`src/rtl/abro_input_conditioner_pkg.sv`:
```
// rtl/abro_input_conditioner_pkg.sv - shared ABRO front-end defaults and types
package abro_input_conditioner_pkg;

   // Kept here so the ABRO state machine bench and this block agree on timing.
   localparam int ABRO_SYNC_STAGES     = 2;
   localparam int ABRO_DEBOUNCE_CYCLES = 4;
   localparam int ABRO_CNT_W           = 8;

   typedef enum logic [1:0] {
      EDGE_NONE = 2'd0,
      EDGE_RISE = 2'd1,
      EDGE_FALL = 2'd2
   } edge_e;

endpackage

```
`src/rtl/abro_input_conditioner_channel.sv`:
```
// rtl/abro_input_conditioner_channel.sv - one input: synchroniser, debounce counter, clean level, edge pulses
module abro_debounce_channel
   import abro_input_conditioner_pkg::*;
#(
   parameter int SYNC_STAGES     = ABRO_SYNC_STAGES,
   parameter int DEBOUNCE_CYCLES = ABRO_DEBOUNCE_CYCLES,
   parameter int CNT_W           = ABRO_CNT_W
) (
   input  logic clk,
   input  logic rst,
   input  logic raw_i,
   output logic clean_o,
   output logic rise_o,
   output logic fall_o,
   output logic idle_o
);

   localparam logic [CNT_W-1:0] CNT_MAX = CNT_W'(DEBOUNCE_CYCLES - 1);

   logic [SYNC_STAGES-1:0] sync_q;
   logic [CNT_W-1:0]       cnt_q, cnt_d;
   logic                   clean_q, clean_d;
   edge_e                  edge_q, edge_d;
   logic                   sync_bit;

   assign sync_bit = sync_q[SYNC_STAGES-1];

   always_ff @(posedge clk or posedge rst) begin
      if (rst) begin
         sync_q  <= '0;
         cnt_q   <= '0;
         clean_q <= 1'b0;
         edge_q  <= EDGE_NONE;
      end else begin
         sync_q  <= {sync_q[SYNC_STAGES-2:0], raw_i};
         cnt_q   <= cnt_d;
         clean_q <= clean_d;
         edge_q  <= edge_d;
      end
   end

   // The pulse is registered alongside clean so both become visible on the same edge.
   always_comb begin
      cnt_d   = cnt_q;
      clean_d = clean_q;
      edge_d  = EDGE_NONE;
      if (sync_bit == clean_q) begin
         cnt_d = '0;
      end else if (cnt_q == CNT_MAX) begin
         cnt_d   = '0;
         clean_d = sync_bit;
         edge_d  = sync_bit ? EDGE_RISE : EDGE_FALL;
      end else begin
         cnt_d = cnt_q + 1'b1;
      end
   end

   assign clean_o = clean_q;
   assign rise_o  = (edge_q == EDGE_RISE);
   assign fall_o  = (edge_q == EDGE_FALL);
   assign idle_o  = (cnt_q == '0) && (sync_bit == clean_q);

endmodule

```
`src/rtl/abro_input_conditioner.sv`:
```
// rtl/abro_input_conditioner.sv - synchronises and debounces raw A/B pins for the ABRO state machine
module abro_input_conditioner
   import abro_input_conditioner_pkg::*;
#(
   parameter int SYNC_STAGES     = ABRO_SYNC_STAGES,
   parameter int DEBOUNCE_CYCLES = ABRO_DEBOUNCE_CYCLES,
   parameter int CNT_W           = ABRO_CNT_W
) (
   input  logic clk,
   input  logic rst,
   input  logic A_raw,
   input  logic B_raw,
   output logic A_clean,
   output logic B_clean,
   output logic A_rise,
   output logic B_rise,
   output logic A_fall,
   output logic B_fall,
   output logic settled
);

   logic a_idle, b_idle;

   abro_debounce_channel #(
      .SYNC_STAGES    (SYNC_STAGES),
      .DEBOUNCE_CYCLES(DEBOUNCE_CYCLES),
      .CNT_W          (CNT_W)
   ) u_chan_a (
      .clk    (clk),
      .rst    (rst),
      .raw_i  (A_raw),
      .clean_o(A_clean),
      .rise_o (A_rise),
      .fall_o (A_fall),
      .idle_o (a_idle)
   );

   abro_debounce_channel #(
      .SYNC_STAGES    (SYNC_STAGES),
      .DEBOUNCE_CYCLES(DEBOUNCE_CYCLES),
      .CNT_W          (CNT_W)
   ) u_chan_b (
      .clk    (clk),
      .rst    (rst),
      .raw_i  (B_raw),
      .clean_o(B_clean),
      .rise_o (B_rise),
      .fall_o (B_fall),
      .idle_o (b_idle)
   );

   assign settled = a_idle & b_idle;

endmodule

```
`config.mk`:
```
export PLATFORM = sky130hd
export DESIGN_NAME = abro_input_conditioner
export DESIGN_NICKNAME = d
export VERILOG_FILES = /design/src/rtl/abro_input_conditioner_pkg.sv /design/src/rtl/abro_input_conditioner_channel.sv /design/src/rtl/abro_input_conditioner.sv
export SDC_FILE = /design/constraint.sdc
export NUM_CORES = 1
export LEC_CHECK = 0
export CORE_UTILIZATION = 45
export CTS_CLUSTER_DIAMETER = 50
export CTS_CLUSTER_SIZE = 10
export DETAILED_ROUTE_END_ITERATION = 12
export GPL_ROUTABILITY_DRIVEN = 0
export GPL_TIMING_DRIVEN = 0
export PLACE_DENSITY = 0.64
export SYNTH_ARGS = -nofsm -noshare
export SYNTH_HDL_FRONTEND = slang
export SYNTH_SLANG_ARGS = --single-unit
export TNS_END_PERCENT = 100
```
`constraint.sdc`:
```
create_clock -name clk -period 2.3 [get_ports clk]
set_input_delay 0.46 -clock clk [delete_from_list [all_inputs] [get_ports clk]]
set_output_delay 0.46 -clock clk [all_outputs]
set_load 0.01 [all_outputs]
```
Yosys cells after proc, flatten, opt, wreduce, memory -nomap -nowiden --
Index checks and enable logic that the tools add are counted.
Word-level totals: bits of input ports 4, bits in registers 26, logic and storage cells 37, output and inout bits 7
Operators by class: bitwise operators 3, reductions and logical operators 6, equal/unequal tests 8, add/subtract/negate cells 2, mux-type cells 10
Operators by type and width (count):
- 8-bit 2-to-1 mux | 4
- 8-bit by 1-bit adder with 8-bit output, second input constant | 2
- 8-bit by 2-bit == test with 1-bit output, second input constant | 2
- 8-bit logical NOT | 2
- 2-bit 2-to-1 mux | 6
- 2-bit by 1-bit == test with 1-bit output, second input constant | 2
- 2-bit == test, second input constant | 2
- 2-bit AND reduction | 2
- 1-bit == test | 2
- 1-bit logical AND | 2
- 1-bit inverter | 2
- 1-bit bitwise AND | 1

Logic depth before layout (Yosys ltp) --
word-level depth 3, mapped depth 4, mapped depth without buffers 4

Modules after synthesis --
From an unflattened synthesis, not the netlist that was laid out.
Second synthesis, totals: cell total of the unflattened synthesis 115, area, all modules 1217.4 µm²
By module, submodules not included:
- abro_debounce_channel | area each 605.6 µm², instances 2, cells each 57, seq. area each 325.3 µm²
- abro_input_conditioner | area each 6.3 µm², instances 1, cells each 1, seq. area each 0.0 µm²

Worst setup path after synthesis --
No wires, ideal clock.
kind register to output, start register u_chan_a.cnt_q[4], end output port settled, data required time 1840 ps, stages on the path, launching flop included 4, path slack 664 ps, path buffers 0, data arrival time 1176 ps, cell sequence dfrtp_1 -> nor4_4 -> nand4_1 -> nor3_1
On the way: longest elaborated chain between the ends 3
Ends and longest elaborated chain:
- start, declared | RTL line abro_input_conditioner_channel.sv:21 | logic [CNT_W-1:0] cnt_q, cnt_d;
- start signal, assigned | RTL line abro_input_conditioner_channel.sv:36 | cnt_q <= cnt_d;
- 8-bit logical NOT | RTL line abro_input_conditioner_channel.sv:61 | assign idle_o = (cnt_q == '0) && (sync_bit == clean_q);
- 1-bit logical AND | RTL line abro_input_conditioner_channel.sv:61
- 1-bit bitwise AND | RTL line abro_input_conditioner.sv:52 | assign settled = a_idle & b_idle;
- end, declared | RTL line abro_input_conditioner.sv:19 | output logic settled
No other way between the ends.

Final worst setup path --
start register u_chan_a.cnt_q[3], end output port settled
Same word-level chain as after synthesis.

==> results.yml <==
run_status:
  outcome: "complete, no violations"
clocking:
  clk_pin_slew_ns: 0.15
  postCtsHoldBufs: 0
  cts.htree.levels: 1
  cts_root_buf: "clkbuf_4"
  clock_sinks: 26
  cts_made_buffers: 3
  cts_tree: "yes"
  clk_latency_ns: 0.34
  clk_path_buf_depth: 2
worst_setup_path:
  cp.arrival_ns: 1.73
  slowest_stage: "dfrtp_2"
  worst-path-buf-inv: 1
  slowest_delay_ns: 0.47
  critical_path_class: "flip-flop to output port"
  path_cells: "nor4_4 -> nand4_1 -> nor3_1 -> dlygate4sd2_1"
  crit_family: "simple AND/OR/NAND/NOR gates"
  cp.required_ns: 1.84
  crit_path_start_kind: "flip-flop"
  cp_max_fo: 4
  end_kind: "output port"
die:
  ios: 11
  die_h_um: 54.0
  start_util: 0.482
  die_x_um: 54.0
  core_area_sq_mm: 0.00252
  std_cell_rows: 18
  die_area_sq_mm: 0.00291
sta:
  timing.fmax_mhz: 456
  drv_slew: 0
  rsz0062_at_grt: "false"
  slew_headroom: 0.339
  fin_crit_ns: 2.19
  period_share: 0.954
  skew_ns: 0.00910
  hold_violations: 0
  tns_ns: 0
  tightestPinTransition_ns: 0.990
  setup_viol: 0
place:
  dp_cells: 150
  dpl.hpwl_mm: 1.48
  postPlaceCellArea_sq_mm: 0.00135
  io_buffers: 10
drt:
  drtPass1Iterations: 4
  wl_mm: 2.12
  drtAntennaViolNets: 0
  drt_iter0_markers: 7
  drc: 0
  vias: 843
  via_per_inst: 5.34
  wl_per_cell_um: 13.4
grt:
  grt_pass1_wl_mm: 3.74
  grt_pass1_vias: 855
  overflow: 0
  grt_usage: 0.186
  antenna_found_initial: 0
  grt_max_degree: 27
cells_and_area:
  drive_gt1_frac: 0.164
  fin_area_sq_mm: 0.00145
  fillers: 229
  fin_util: 0.573
  layout.cells.non_filler: 158
  layout_common_cells: "dfrtp_1 (23), nand3_1 (11), clkdlybuf4s50_1 (9), nor2_1 (8)"
  nets: 137
  syn_to_final_growth_pct: 18.9
  final_common_cell: "dfrtp_1"
  diodes: 0
hold_path:
  hp-class: "flip-flop to flip-flop"
synthesis:
  synthCells: 110
  syn_avg_cell_area_sq_um: 11.0
  synth_nets: 118
  synth_compound_area_frac: 0.0917
  yosys.cell_types.count: 26
  synth_top_family_by_area: "simple AND/OR/NAND/NOR gates"
  mappedNetlistArea_sq_mm: 0.00121
  synthXorXnorAreaFrac: 0.0577
  ys_seq_area_frac: 0.536
  ys_ff_latch: 26
  synthMuxAreaShare: 0.0185
  yosysWarnings: 0
  synth-simple-area-share: 0.237
  yosys.area_share.adder: 0.0412
pwr:
  power_leakage_nw: 0.630
  ir_worst_vdd_mv: 0.591
  p_per_area_mw_per_mm2: 839
run:
  maxCapViolCount: 0
metrics by stage:
| step | hold WS [ns] | setup slack [ns] | power, mW |
|---|---|---|---|
| detailed placement | 0.337 | 0.102 | 0.901 |
| floorplan | 0.331 | 0.664 | 0.779 |
| CTS | 0.370 | 0.0745 | 1.22 |
| global route | 0.381 | 0.0122 | 1.30 |
| global placement | 0.334 | 0.118 | 0.890 |
| finish | 0.368 | 0.107 | 1.21 |
path summary, 6_finish.rpt:
path / from / end / slack, ns / cells after the start
hold reg to reg: u_chan_b.sync_q[0]$_DFF_PP0_ / u_chan_b.sync_q[1]$_DFF_PP0_ / 0.37 / 0
max in group asynchronous: rst / u_chan_a.cnt_q[3]$_DFF_PP0_ / 1.00 / 2
hold / removal: u_chan_b.sync_q[0]$_DFF_PP0_ / u_chan_b.sync_q[1]$_DFF_PP0_ / 0.37 / 0
setup reg to reg: u_chan_a.cnt_q[0]$_DFF_PP0_ / u_chan_a.cnt_q[6]$_DFF_PP0_ / 0.81 / 4
min in group asynchronous: rst / u_chan_a.edge_q[1]$_DFF_PP0_ / 0.63 / 2
setup / recovery: u_chan_a.cnt_q[3]$_DFF_PP0_ / settled / 0.11 / 4
power breakdown:
group	internal, mW	leakage, nW	switching (mW)
Sequential	0.510	0.341	0.0798
Clock	0.176	0.0279	0.146
Combinational	0.153	0.261	0.148
Total	0.840	0.630	0.373
area by class of cell:
class | count | area, sq um | share of cell area
Clock inverter | 1 | 30.0 | 0.0208
Inverter | 6 | 22.5 | 0.0156
Sequential cell | 26 | 654 | 0.453
Tap cell | 30 | 37.5 | 0.0260
Timing Repair Buffer | 14 | 129 | 0.0892
Clock buffer | 3 | 22.5 | 0.0156
Multi-Input combinational cell | 78 | 549 | 0.380
cell usage after synthesis:
cell | count | share of area
nor4_4 | 2 | 0.035
mux2_2 | 2 | 0.019
a211oi_1 | 1 | 0.0062
ha_1 | 4 | 0.041
xnor2_1 | 2 | 0.014
xor2_1 | 6 | 0.043
and3_1 | 2 | 0.010
nor2b_1 | 6 | 0.031
a31o_2 | 2 | 0.014
nand2_1 | 2 | 0.0062
a21oi_1 | 6 | 0.025
dfrtp_1 | 26 | 0.54
o21a_1 | 2 | 0.012
or3_1 | 5 | 0.026
nand3_1 | 11 | 0.045
o31ai_1 | 1 | 0.0062
nand2_2 | 1 | 0.0052
nand2b_1 | 1 | 0.0052
nor3b_1 | 4 | 0.025
or4_4 | 1 | 0.0093
nand4_1 | 2 | 0.010
o21ai_0 | 5 | 0.021
nor2_1 | 8 | 0.025
a21oi_2 | 1 | 0.0072
inv_1 | 6 | 0.019
nor3_1 | 1 | 0.0041
repair_timing:
action	4_1_cts	5_1_grt
setup endpoints to repair	1	1
buffers inserted	2	2
pin swaps	2	0
gates resized for setup	4	1
cells by family after synthesis:
kind of cell / after synthesis
fa+ha+maj: 4
flops: 26
compound gates: 18
buf+inv: 6
simple gates: 46
xor+xnor: 8
mux: 2
per-layer routing:
metal	global-route usage	vias to the layer above	part of all wire
li1	-	427	-
met3	0.0593	5	0.025
met5	0	-	0
met1	0.215	405	0.45
met2	0.313	6	0.50
met4	0.0789	0	0.018
registers in the layout (all words and copies together), names as in the netlist:
register	count
u_chan_b.clean_o	1
u_chan_b.sync_q	2
u_chan_a.cnt_q	8
u_chan_b.cnt_q	8
u_chan_a.clean_o	1
u_chan_a.sync_q	2
u_chan_a.edge_q	2
u_chan_b.edge_q	2
Note: power is estimated with default switching activity, not from simulation.
